[config.mk]
export PLATFORM = sky130hd
export DESIGN_NAME = rangefinder_sopc_avm_read_timer
export DESIGN_NICKNAME = d
export VERILOG_FILES = /design/src/rtl/rangefinder_sopc_avm_read_timer.sv
export SDC_FILE = /design/constraint.sdc
export NUM_CORES = 1
export LEC_CHECK = 0
export ABC_AREA = 1
export CORE_AREA = 2 2 39 41
export DETAILED_ROUTE_END_ITERATION = 10
export DIE_AREA = 0 0 41 43
export GPL_TIMING_DRIVEN = 0
export PLACE_DENSITY = 0.64
export SYNTH_ARGS = -nofsm -noshare
export SYNTH_HDL_FRONTEND = slang
export SYNTH_SLANG_ARGS = --single-unit
export TNS_END_PERCENT = 5
[constraint.sdc]
create_clock -name clock -period 2.4 [get_ports clock]
set_input_delay 0.36 -clock clock [delete_from_list [all_inputs] [get_ports clock]]
set_output_delay 0.36 -clock clock [all_outputs]
set_load 0.02 [all_outputs]
[src/rtl/rangefinder_sopc_avm_read_timer.sv]
// Per-read stall counter; expired is combinational and fires on the TIMEOUT_CYCLES-th stalled cycle.
// Latency: expired same cycle as the final stall; clear has priority over counting.
module rangefinder_sopc_avm_read_timer #(
  parameter int TIMEOUT_CYCLES = 255
) (
  input  logic clock,
  input  logic reset_n,
  input  logic clear,
  input  logic stall,
  output logic expired
);

  localparam int CW = $clog2(TIMEOUT_CYCLES + 1);
  localparam logic [CW-1:0] LAST = CW'(TIMEOUT_CYCLES - 1);

  logic [CW-1:0] cnt;

  always_ff @(posedge clock or negedge reset_n) begin
    if (!reset_n) begin
      cnt <= '0;
    end else if (clear) begin
      cnt <= '0;
    end else if (stall) begin
      cnt <= cnt + 1'b1;
    end
  end

  assign expired = stall && (cnt == LAST);

endmodule

# After elaboration in Yosys (flattened, before gate mapping)
# Index checks and enable logic that the tools add are counted.
[totals]
mem_bits_ro = 0
latch_bits = 0
register_bits = 8
ram_bits = 0
word_cells = 7
output_inout_bits = 1
input_bits = 4
n_memories = 0
[classes]
eq_ne = 1
bitwise = 0
addsub = 1
shift = 0
order_cmp = 0
multipliers = 0
mux = 2
n_reduce_logical = 2
div = 0
[op_table]
columns = ["op", "n"]
rows = [
  ["$mux W8", 2],
  ["$add A8 B1 Y8 const B", 1],
  ["$eq A8 B8 Y1 const B", 1],
  ["$reduce_bool A2 Y1", 1],
  ["$logic_and A1 B1 Y1", 1],
]

# Longest topological paths before layout
[logic_depth]
depth_word = 3
mapped_depth = 6
ltp_nobuf = 6

# Least setup slack after synthesis
# Ideal clock, no wire load.
[synth_timing]
path_kind = "register -> output"
startpoint = "register cnt[0]"
endpoint = "output expired"
required_time_ps = 2040
path_slack_ps = 859
stages_incl_launch_ff = 5
path_buffers = 0
arrival_ps = 1181
path_cell_list = "dfrtp_1 > inv_1 > ha_1 > nand3_1 > nor3_1"
[synth_between]
elab_chain_cells = 2
[synth_lines]
columns = ["element", "line_no", "source"]
rows = [
  ["start, declared", "16", "logic [CW-1:0] cnt;"],
  ["start signal, assigned", "24", "cnt <= cnt + 1'b1;"],
  ["$eq A8 B8 Y1", "28", "assign expired = stall && (cnt == LAST);"],
  ["$logic_and A1 B1 Y1", "28", ""],
  ["end, declared", "10", "output logic expired"],
]
# Every way passes these cells.

# Worst setup path after layout
[layout_timing]
startpoint = "input stall"
endpoint = "output expired"
[layout_between]
elab_chain_cells = 1
[layout_lines]
columns = ["element", "line_no", "source"]
rows = [
  ["start, declared", "9", "input logic stall,"],
  ["$logic_and A1 B1 Y1", "28", ""],
]
# Every way passes these cells.

==> results.md <==
- Status: completed
- Horiz. Die Dim: 41 µm
- Final ANT Viol Nets: 0
- Vias after detailed routing: 412
- Metal-1 WL: 423 µm
- Met2 routed WL: 420 µm
- Critical Path Start: stall
- Net Count, Synth: 70
- CP Capture Type: output port
- Die height: 43 µm
- Ys Warns: 0
- Hold-fix buffer count after cts: 0
- CTS tree: done
- Initial core utilization: 0.343
- Nets: 79
- Antenna violations before repair: 0
- Total Power: 0.000324 W
- Setup Crit Path Kind: input port to output port
- Max Fclk: 448 MHz
- Post-route minimum period: 2.23 ns
- Final period utilization: 0.930
- Top cell type's share of synthesized area: 0.422
- CTS sink count: 8
- Hold WC Path Type: input port to async pin
- I/O Pins: 5
- Post-Layout Inst Area: 557 µm²
- Clock slew at reported path FFs: 0.05 ns
- Register bit total from synthesis: 8
- Clock root cell: clkbuf_4
- Row count: 14
- Startpoint Class: input port
- FF-to-FF path depth: 6
- LEAKAGE: 0.253 nW
- TNS Setup: 0 ns
- Biggest register: cnt
- Synthesized instance count: 64
- Max Root-Sink Buffers: 2
- Hold Vio Cnt, Final: 0
- Synth top area cells: dfrtp_1 42%, nand2_1 14%, nor2_1 8.7%
- Port bufs: 4
- Placement-stage worst setup slack: 0.156 ns
- Syn-to-layout area delta: 17.4%
- Final worst slack: 0.168 ns
- Die Area: 0.00176 mm²
- Top flop regs: cnt x8
- Routed wl met3: 32 µm
- Worst R2R Setup Slack: 1.22 ns
- Worst VDD drop: 255 µV
- Routed WL: 893 µm
- H-tree levels: 1
- Clk_lat worst skew: 0.25 ns
- DR WL/cell: 10.3 µm
- Max reg flops: 8
- Unrepaired setup endpoints after global routing: no
- Multi-input combinational cell area: 244 µm²
- Sequential element share of the synthesized area: 0.422
- DR DRC count: 0
- Setup bufs post-CTS: 0
- Max-slew violation count: 0
- Final setup vio count: 0
- R2R Path Start: cnt[1]$_DFFE_PN0P_
- Global placer's final weighted congestion: 0.726
- Maximum number of pins on one net before global-route repair: 9
- Crit Path Max Fanout: 4
- Dpl cell area: 534 µm²
- Syn avg cell area: 7.41 µm²
- Mapped Area: 474 µm²
- Yosys top cell by area: dfrtp_1
- Iter 0 DRT Violations: 13
- Distinct cells, synth: 14
- Slew Limit Headroom: 0.744
- Total GRT Usage: 0.123
- CP required: 2.04 ns
- Vias in the first global route: 371
- Register Area: 200 µm²
- Crit path DAT: 1.87 ns
- Diode count: 0
- FILL cells: 151
- Worst-Margin Slew: 0.383 ns
- Max cap viols: 0
- GRT overflow: 0
- Vias per cell: 4.74
- Core area: 0.00138 mm²
- DPL Wire Length: 679 µm
- Num CTS Buffers: 3
- PwrDens: 582 mW/mm²
- Top routing layer used: met4
- Layout Skew: 0.00198 ns
- Post_cts resized: 0
- TritonRoute pass-1 iters: 2
- First-pass GRT wire length: 1410 µm
- Critical R2R Capture: cnt[6]$_DFFE_PN0P_
- Layout cell share with drive strength beyond 1: 0.113
## per-stage QoR
| stage | utilization | hold WS (ns) | instances |
|---|---|---|---|
| CTS | 0.402 | 0.395 | 87 |
| global placement | 0.386 | 0.528 | 84 |
| detailed placement | 0.386 | 0.528 | 84 |
| floorplan | - | 0.0644 | 64 |
| finish | 0.402 | 0.393 | 87 |
| global route | 0.402 | 0.417 | 87 |
## routing by layer
metal	vias up	track usage
met1	186	0.148
met4	0	0.100
li1	217	-
met2	7	0.175
met3	2	0.0314
met5	-	0
## cells in the mapped netlist, drive strengths merged
cell	n
nand4	2
inv	8
nor3	1
nand2	18
o21ai	1
nor2	14
dfrtp	8
a21oi	3
nand3	7
ha	2
## where the power goes
part / switching [W] / total (W) / internal [W]
registers: 0.0000190 / 0.000168 / 0.000149
logic: 0.0000330 / 0.0000542 / 0.0000213
clock network: 0.0000448 / 0.000102 / 0.0000572
total: 0.0000968 / 0.000324 / 0.000227
## cells by family after synthesis
group | after synthesis | synth area share
simple gates | 42 | 0.412
flops | 8 | 0.422
buf+inv | 8 | 0.0633
compound gates | 4 | 0.0501
fa+ha+maj | 2 | 0.0528
## how the worst max path moves through the flow
stage | slack, ns | end | depth (start not counted)
finish | 0.17 | expired | 4
global route | 0.11 | expired | 4
CTS | 0.15 | expired | 4
detailed placement | 0.16 | expired | 4
global placement | 0.16 | expired | 4
floorplan | 0.86 | expired | 4
## cell usage in the layout, fill, tap and decap left out
cell type | synthesis | layout
a21oi_2 | 1 | 1
inv_1 | 8 | 8
nor2_4 | 2 | 2
a21oi_1 | 2 | 2
nand4_1 | 2 | 2
nor2_2 | 1 | 1
clkdlybuf4s50_1 | 0 | 4
nor3_1 | 1 | 1
dfrtp_1 | 8 | 8
clkbuf_4 | 0 | 3
nor2_1 | 11 | 11
nand3_2 | 1 | 1
ha_1 | 2 | 2
nand3_1 | 6 | 6
o21ai_0 | 1 | 1
nand2_1 | 18 | 18
## worst max-delay path, cell delays in order
cell and delay [ns]:
clkdlybuf4s50_1 0.58, nand3_1 0.10, nor3_1 0.19, clkdlybuf4s50_1 0.63
## layout make-up
class,instances,area share
multi-input combinational,48,0.438
sequential,8,0.360
timing repair buffer,4,0.0719
inverter,8,0.0539
clock buffer,3,0.0404
tap,16,0.0360
(Power assumes the default switching activity.)
